**src/rtl/pipe_pkg.sv**
```systemverilog
// Shared miniRV pipeline encodings: forwarding selects, write-back select and scoreboard slot.
// Used by hazard_unit, whose forwarding network is enabled with HAZARD_FORWARD_EN.
package pipe_pkg;

   localparam logic [1:0] FWD_RF  = 2'd0;
   localparam logic [1:0] FWD_EX  = 2'd1;
   localparam logic [1:0] FWD_MEM = 2'd2;
   localparam logic [1:0] FWD_WB  = 2'd3;

   localparam logic [1:0] WSEL_DRAM = 2'b01;

   typedef struct packed {
      logic       valid;
      logic [4:0] wR;
      logic       is_load;
   } sb_slot_t;

   // x0 writes and non-writing instructions never occupy a slot
   function automatic sb_slot_t make_slot(logic rf_we, logic [4:0] wr, logic [1:0] wsel);
      sb_slot_t s;
      s.valid   = rf_we && (wr != 5'd0);
      s.wR      = wr;
      s.is_load = (wsel == WSEL_DRAM);
      return s;
   endfunction

   // Match vector is ordered {WB, MEM, EX}; the youngest producer wins
   function automatic logic [1:0] fwd_pick(logic [2:0] m);
      if (m[0]) return FWD_EX;
      if (m[1]) return FWD_MEM;
      if (m[2]) return FWD_WB;
      return FWD_RF;
   endfunction

endpackage

```
**src/rtl/hazard_match.sv**
```systemverilog
// One scoreboard slot compared against one ID-stage source register.
module hazard_match
   import pipe_pkg::*;
(
   input  sb_slot_t   slot_i,
   input  logic [4:0] rs_i,
   input  logic       re_i,
   output logic       match_o
);

   assign match_o = slot_i.valid && (slot_i.wR == rs_i) && re_i && (rs_i != 5'd0);

endmodule

```
**src/rtl/hazard_unit.sv**
```systemverilog
// miniRV hazard controller: EX/MEM/WB destination scoreboard, stall/flush and forwarding selects.
// Define HAZARD_FORWARD_EN to enable forwarding; otherwise every RAW hazard stalls.
module hazard_unit
   import pipe_pkg::*;
(
   input  logic       clk_i,
   input  logic       rst_i,
   input  logic [4:0] id_rs1_i,
   input  logic [4:0] id_rs2_i,
   input  logic       id_re1_i,
   input  logic       id_re2_i,
   input  logic [4:0] id_wR_i,
   input  logic       id_rf_we_i,
   input  logic [1:0] id_rf_wsel_i,
   input  logic       ex_br_taken_i,
   output logic       pc_stall_o,
   output logic       if_id_stall_o,
   output logic       if_id_flush_o,
   output logic       id_ex_flush_o,
   output logic [1:0] fwd1_sel_o,
   output logic [1:0] fwd2_sel_o
);

   sb_slot_t ex_q, mem_q, wb_q, ex_d;
   sb_slot_t slots [3];
   logic [2:0] m1, m2;
   logic load_use;
   logic unused_is_load;

   assign slots[0] = ex_q;
   assign slots[1] = mem_q;
   assign slots[2] = wb_q;

   for (genvar i = 0; i < 3; i++) begin : g_match
      hazard_match u_match1 (
         .slot_i  (slots[i]),
         .rs_i    (id_rs1_i),
         .re_i    (id_re1_i),
         .match_o (m1[i])
      );
      hazard_match u_match2 (
         .slot_i  (slots[i]),
         .rs_i    (id_rs2_i),
         .re_i    (id_re2_i),
         .match_o (m2[i])
      );
   end

`ifdef HAZARD_FORWARD_EN
   assign load_use = ex_q.is_load && (m1[0] || m2[0]);
`else
   assign load_use = (|m1) || (|m2);
`endif

   assign unused_is_load = ^{ex_q.is_load, mem_q.is_load, wb_q.is_load};

   always_comb begin
      pc_stall_o    = 1'b0;
      if_id_stall_o = 1'b0;
      if_id_flush_o = 1'b0;
      id_ex_flush_o = 1'b0;
      fwd1_sel_o    = FWD_RF;
      fwd2_sel_o    = FWD_RF;
      if (!rst_i) begin
         // A redirect kills the ID instruction, so any pending stall is moot
         if (ex_br_taken_i) begin
            if_id_flush_o = 1'b1;
            id_ex_flush_o = 1'b1;
         end else if (load_use) begin
            pc_stall_o    = 1'b1;
            if_id_stall_o = 1'b1;
            id_ex_flush_o = 1'b1;
         end
`ifdef HAZARD_FORWARD_EN
         if (!ex_br_taken_i && !load_use) begin
            fwd1_sel_o = fwd_pick(m1);
            fwd2_sel_o = fwd_pick(m2);
         end
`endif
      end
   end

   always_comb begin
      ex_d = make_slot(id_rf_we_i, id_wR_i, id_rf_wsel_i);
      if (id_ex_flush_o) ex_d = '0;
   end

   always_ff @(posedge clk_i) begin
      if (rst_i) begin
         ex_q  <= '0;
         mem_q <= '0;
         wb_q  <= '0;
      end else begin
         ex_q  <= ex_d;
         mem_q <= ex_q;
         wb_q  <= mem_q;
      end
   end

endmodule

```
**config.mk**
```make
export PLATFORM = sky130hd
export DESIGN_NAME = hazard_unit
export DESIGN_NICKNAME = d
export VERILOG_FILES = /design/src/rtl/pipe_pkg.sv /design/src/rtl/hazard_match.sv /design/src/rtl/hazard_unit.sv
export SDC_FILE = /design/constraint.sdc
export NUM_CORES = 1
export LEC_CHECK = 0
export ABC_AREA = 1
export BUFFER_PORTS_ARGS = -buffer_cell sky130_fd_sc_hd__buf_2
export CAP_MARGIN = 20
export CORE_MARGIN = 1
export CORE_UTILIZATION = 32
export CTS_CLUSTER_DIAMETER = 120
export DETAILED_ROUTE_END_ITERATION = 10
export GPL_TIMING_DRIVEN = 1
export PLACE_DENSITY = 0.56
export SLEW_MARGIN = 20
export SYNTH_ARGS = -nofsm -noshare
export SYNTH_HDL_FRONTEND = slang
export SYNTH_SLANG_ARGS = --single-unit
```
**constraint.sdc**
```tcl
create_clock -name clk_i -period 3.45 [get_ports clk_i]
set_input_delay 0.345 -clock clk_i [delete_from_list [all_inputs] [get_ports clk_i]]
set_output_delay 0.345 -clock clk_i [all_outputs]
set_load 0.01 [all_outputs]
```
==> flow_metrics.tcl, run 1 <==
set metrics [dict create \
    status "finished clean" \
    drcViolationCount 0 \
    synth-simple-area-share 0.4614 \
    clkSinkCount 18 \
    combPwrFrac 0.187 \
    worstHoldStart "id_wR_i[4]" \
    clockPowerShare 0.265 \
    routed_via_density 4.258 \
    p_per_area_mw_per_mm2 305.7 \
    dpl-instance-area_mm2 0.001281 \
    leakage_nw 0.7064 \
    antenna_left 0 \
    portBuffers 24 \
    postCtsSetupBuffers 0 \
    cts.path.max_buffers 2 \
    arrival_ns 1.60 \
    routabilityCongestion 0.9026 \
    area_delta_synth_final_pct 15.01 \
    dp_hpwl_um 2163 \
    clkSlewWorstSetupHoldPaths_ns 0.10 \
    worst-path-max-fanout 3 \
    setup-tns-final_ns 0 \
    cts_root_buf "clkbuf_4" \
    hold_depth 3 \
    maxCapViolations 0 \
    crit_path_end_kind "output pin" \
    drive_gt1_frac 0.1911 \
    p_sw_uw 116.9 \
    cts-htree-levels 1 \
    synth_top_family_by_area "simple AND/OR/NAND/NOR gates" \
    dpl_worst_slack_ns 1.739 \
    max_clock_freq_mhz 514.6 \
    finalHoldViolations 0 \
    numCtsBuffers 3 \
    wl_per_cell_um 9.819 \
    grt_pass1_wl_um 4084 \
    yosys_warnings 0 \
    row_count 21 \
    synthMuxAreaShare 0 \
    fp.dieW_um 61.52 \
    yosys-top-cells-area "dfxtp_1 (32%), nand2_1 (23%), nor2_1 (14%)" \
    tritoncts "yes" \
    synth-compound-area-share 0.06181 \
    finalSetupViolations 0 \
    yosys.area.top_type_share 0.3179 \
    post-route-min-period_ns 1.943 \
    synth_seq_cells 18 \
    hold_end "ex_q[5]$_SDFF_PP0_" \
    pwr-share-seq 0.548 \
    start_util 0.3371 \
    critPathRequiredTime_ns 3.11 \
    grt_max_degree 16 \
    synth_seq_area_share 0.3179 \
    die-area_mm2 0.003785 \
    r2r_slack_ns 2.18 \
    routed_wl_um 2661 \
    post-route-period-util 0.5633 \
    layout_commonest_cell "nand2_1" \
    clock_latency_ns 0.29 \
    fin_ws_ns 1.507 \
    cts-resized-gates 0 \
    synth_cell_types 18 \
    detail_route.iter0.violations 54 \
    path_class "flip-flop to output pin" \
    ioPinCount 31 \
    dieHeight_um 61.52 \
    intPower_uw 281.6 \
    p_total_uw 398.5 \
    rr_worst_depth 9 \
    synth_area_mm2 0.001134 \
    swShare 0.2933 \
    grt_setup_unrepaired "false" \
    antenna_found_initial 0 \
    grt_util_all_layers 0.1515 \
    worstReg2RegEnd "ex_q[1]$_SDFF_PP0_" \
    grt_overflow 0 \
    grt_pass1_vias 937 \
    netlist.top_cell.by_area "dfxtp_1" \
    slew_viol_final 0 \
    layout_common_cells "nand2_1 (70), nor2_1 (42), inv_1 (28)" \
    n_antenna_cell 0 \
    avgSynthCellArea_um2 5.640 \
    irDropWorstVdd_mv 0.1637 \
    synth_xor_area_frac 0 \
    fin_skew_ns 0.003776 \
    dr.pass1.iters 4 \
    fin_nets 250 \
    reg2reg_from "ex_q[5]$_SDFF_PP0_" \
    synthCells 201 \
    finalInstanceArea_mm2 0.001304 \
    vias 1154 \
    synth_fa_ha_area_frac 0 \
    coreArea_mm2 0.003363 \
    min_path_type "input port to flip-flop" \
    startpoint_type "flip-flop" \
    holdBufCountCts 0 \
]
[worst max-delay path: stages, from the launching register on]
cell      delay [ns]
dfxtp_1         0.39
inv_1           0.09
nand2_1         0.06
nand2_1         0.06
nor2_1          0.09
nand3_1         0.09
nand3_1         0.11
nand2_2         0.09
a21boi_1        0.17
buf_2           0.15
[cell usage after synthesis]
master / count
inv_2: 8
nand2_1: 70
buf_4: 5
nand2_2: 2
o21ai_1: 4
a21boi_1: 1
nor2_2: 1
o21ai_0: 4
o21ai_2: 2
clkbuf_1: 1
nand3_2: 3
conb_1: 1
nand4_1: 3
a21oi_1: 1
nand3_1: 7
nor2_1: 42
inv_1: 28
dfxtp_1: 18
[how the worst max path moves through the flow]
stage	slack [ns]	end	cells past startpoint	start
floorplan	1.86	pc_stall_o	9	ex_q[5]$_SDFF_PP0_
global placement	1.70	if_id_stall_o	10	id_rs2_i[2]
detailed placement	1.74	pc_stall_o	10	id_rs1_i[2]
CTS	1.49	pc_stall_o	9	ex_q[5]$_SDFF_PP0_
global route	1.38	if_id_stall_o	9	ex_q[5]$_SDFF_PP0_
finish	1.51	pc_stall_o	9	ex_q[5]$_SDFF_PP0_
[metrics by stage]
stage,std cells,utilization,hold slack (ns)
global placement,268,0.3810,0.4336
detailed placement,268,0.3810,0.4373
global route,271,0.3876,0.2808
floorplan,204,-,0.4127
CTS,271,0.3876,0.2570
finish,271,0.3876,0.2607
[sequential cells by signal, summed over array words and instances, names as in the netlist]
signal and flops:
ex_q 6, mem_q 6, slots 6
[final cells by class]
class | instances | area [µm²]
Clock buffer | 3 | 22.52
Fill cell | 391 | 2059
Sequential cell | 18 | 360.3
Multi-Input combinational cell | 144 | 608.1
Timing Repair Buffer | 24 | 120.1
Tap cell | 46 | 57.56
Inverter | 36 | 135.1
[kinds of logic (layout without fill, tap and decap cells)]
kind of cell	after synthesis	after routing
buffers and inverters	42	63
flip-flops	18	18
AND/OR/NAND/NOR	128	128
AO/OA/AOI/OAI	12	12
other	1	4
[power by group through the flow]
stage / Clock [mW] / Combinational (mW) / Sequential, mW
after floorplan: 0 / 0.0495 / 0.222
after global placement: 0 / 0.0750 / 0.223
after detailed placement: 0 / 0.0747 / 0.223
after CTS: 0.109 / 0.0751 / 0.218
after global routing: 0.114 / 0.0858 / 0.219
final: 0.106 / 0.0746 / 0.218
[layer usage]
| layer | GRT usage | share of wire | vias up |
|---|---|---|---|
| met5 | 0 | 0 | - |
| met4 | 0.05714 | 0.0071 | 0 |
| met3 | 0.01891 | 0.050 | 2 |
| met2 | 0.2396 | 0.45 | 35 |
| met1 | 0.2099 | 0.49 | 479 |
| li1 | - | - | 638 |
Note: power is estimated with default switching activity, not from simulation.
==> inputs of run 2 (changes only) <==
--- a/config.mk
+++ b/config.mk
@@ -13,7 +13,7 @@
 export CTS_CLUSTER_DIAMETER = 120
 export DETAILED_ROUTE_END_ITERATION = 10
 export GPL_TIMING_DRIVEN = 1
-export PLACE_DENSITY = 0.56
+export PLACE_DENSITY = 0.58
 export SLEW_MARGIN = 20
 export SYNTH_ARGS = -nofsm -noshare
 export SYNTH_HDL_FRONTEND = slang
==> constraint.sdc (replaced) <==
create_clock -name clk_i -period 1.6 [get_ports clk_i]
set_input_delay 0.16 -clock clk_i [delete_from_list [all_inputs] [get_ports clk_i]]
set_output_delay 0.16 -clock clk_i [all_outputs]
set_load 0.01 [all_outputs]
==> flow_metrics.tcl, run 2 (synthesis gave the netlist of run 1 again) <==
set metrics [dict create \
    status "complete, but fails checks" \
    violations "negative setup slack" \
    finalHoldViolations 0 \
    slew_viol_final 0 \
    layout_commonest_cell "nand2_1" \
    dieHeight_um 61.52 \
    cts_root_buf "clkbuf_4" \
    dpl-instance-area_mm2 0.001281 \
    grt_setup_unrepaired "true" \
    crit_path_end_kind "output pin" \
    fin_ws_ns -0.04545 \
    fin_skew_ns 0.003581 \
    fillers 396 \
    path_class "flip-flop to output pin" \
    clkSlewWorstSetupHoldPaths_ns 0.10 \
    pwr-share-seq 0.543 \
    swShare 0.2959 \
    worstReg2RegEnd "ex_q[2]$_SDFF_PP0_" \
    crit_family "simple AND/OR/NAND/NOR gates" \
    grt_overflow 0 \
    routabilityCongestion 0.8860 \
    clockPowerShare 0.263 \
    start_util 0.3371 \
    maxCapViolations 0 \
    portBuffers 24 \
    row_count 21 \
    wl_per_cell_um 9.842 \
    vias 1180 \
    detail_route.iter0.violations 46 \
    critPathRequiredTime_ns 1.44 \
    setup-tns-final_ns -0.1209 \
    min_path_type "input port to flip-flop" \
    p_per_area_mw_per_mm2 637.1 \
    finalSetupViolations 3 \
    antenna_left 0 \
    die-area_mm2 0.003785 \
    hold_depth 3 \
    startpoint "ex_q[2]$_SDFF_PP0_" \
    post-route-period-util 1.028 \
    numCtsBuffers 3 \
    rr_worst_depth 8 \
    final_util 0.4051 \
    cpPeakStageDelay_ns 0.37 \
    seqCellArea_um2 379.1 \
    coreArea_mm2 0.003363 \
    arrival_ns 1.49 \
    grt_pass1_vias 957 \
    fp.dieW_um 61.52 \
    drive_gt1_frac 0.3053 \
    grt_max_degree 16 \
    leakage_nw 0.7482 \
    worst-path-max-fanout 3 \
    cp_num_cells 9 \
    tritoncts "yes" \
    cts-htree-levels 1 \
    dr.pass1.iters 4 \
    combPwrFrac 0.194 \
    routed_via_density 4.338 \
    finalInstanceArea_mm2 0.001363 \
    post-route-min-period_ns 1.645 \
    p_sw_uw 256.9 \
    cts.path.max_buffers 2 \
    clkSinkCount 18 \
    fin_nets 251 \
    grt_pass1_wl_um 4174 \
    intPower_uw 611.2 \
    area_delta_synth_final_pct 20.20 \
    reg2reg_from "ex_q[5]$_SDFF_PP0_" \
    crit_slowest_cell "dfxtp_2" \
    n_antenna_cell 0 \
    critPathCapture "if_id_stall_o" \
    irDropWorstVdd_mv 0.3058 \
    max_clock_freq_mhz 607.7 \
    grt_util_all_layers 0.1578 \
    multi_input_area_um2 640.6 \
    clock_latency_ns 0.30 \
    dp_cells 268 \
    routed_wl_um 2677 \
    dp_hpwl_um 2148 \
    drcViolationCount 0 \
    stdcell_count 272 \
    critical_path.cell_chain "inv_2 > nand2_1 > nand2_1 > nor2_2 > nand3_2 > nand3_2 > nand2_4 > a21boi_2 > buf_2" \
    startpoint_type "flip-flop" \
    p_total_uw 868.0 \
    antenna_found_initial 0 \
    crit_buf_inv 2 \
    layout_common_cells "nand2_1 (70), nor2_1 (40), buf_2 (24)" \
    r2r_slack_ns 0.40 \
    ioPinCount 31 \
]
==> run 2: cell count changes in the layout (fill, tap and decap cells not counted), sizes merged <==
cell,change
buf,+1
==> run 2: final cells by class <==
class	instances	share of cell area
clock buffers	3	0.01653
inverters	36	0.09917
multi-input cells	144	0.4702
flip-flops and latches	18	0.2782
well taps	46	0.04224
repair buffers	25	0.09366
==> run 2: worst register-to-register path: cells and delay by family (launching register included) <==
kind,cells,cell delay [ns]
and+or+nand+nor,6,0.54
buffers and inverters,1,0.13
AOI/OAI and AO/OA,1,0.12
DFF,1,0.34
==> run 2: stage by stage <==
step | hold WS [ns] | setup WS, ns
global placement | 0.3944 | 0.1954
global route | 0.07350 | -0.1659
detailed placement | 0.3949 | 0.1906
floorplan | 0.2313 | 0.1990
CTS | 0.06944 | -0.05221
finish | 0.06711 | -0.04545
==> run 2: routing by layer <==
layer  vias up  part of all wire  track usage
li1        641                 -            -
met1       509              0.49       0.2180
met2        23              0.45       0.2427
met3         7             0.033      0.01891
met4         0             0.023      0.07619
met5         -                 0            0
==> run 2: how the worst min path moves through the flow <==
stage / startpoint / end / slack [ns]
2_1_floorplan: rst_i / mem_q[6]$_SDFF_PP0_ / 0.23
3_3_place_gp: id_wR_i[0] / ex_q[1]$_SDFF_PP0_ / 0.39
3_5_place_dp: id_wR_i[3] / ex_q[4]$_SDFF_PP0_ / 0.39
4_1_cts: id_wR_i[4] / ex_q[5]$_SDFF_PP0_ / 0.07
5_1_grt: id_wR_i[4] / ex_q[5]$_SDFF_PP0_ / 0.07
6_report: id_wR_i[4] / ex_q[5]$_SDFF_PP0_ / 0.07
==> run 2: timing repair <==
action	in CTS	in global routing
buffers inserted	1	0
hold endpoints to repair	0	0
resized for setup	19	10
hold buffers	0	0
setup endpoints to repair	3	3
pin swaps	5	8
==> run 2: power by group through the flow <==
stage / combinational [mW] / clock [mW] / sequential, mW
floorplan: 0.107 / 0 / 0.478
global placement: 0.161 / 0 / 0.481
detailed placement: 0.161 / 0 / 0.481
CTS: 0.165 / 0.233 / 0.472
global route: 0.193 / 0.262 / 0.473
finish: 0.169 / 0.228 / 0.471
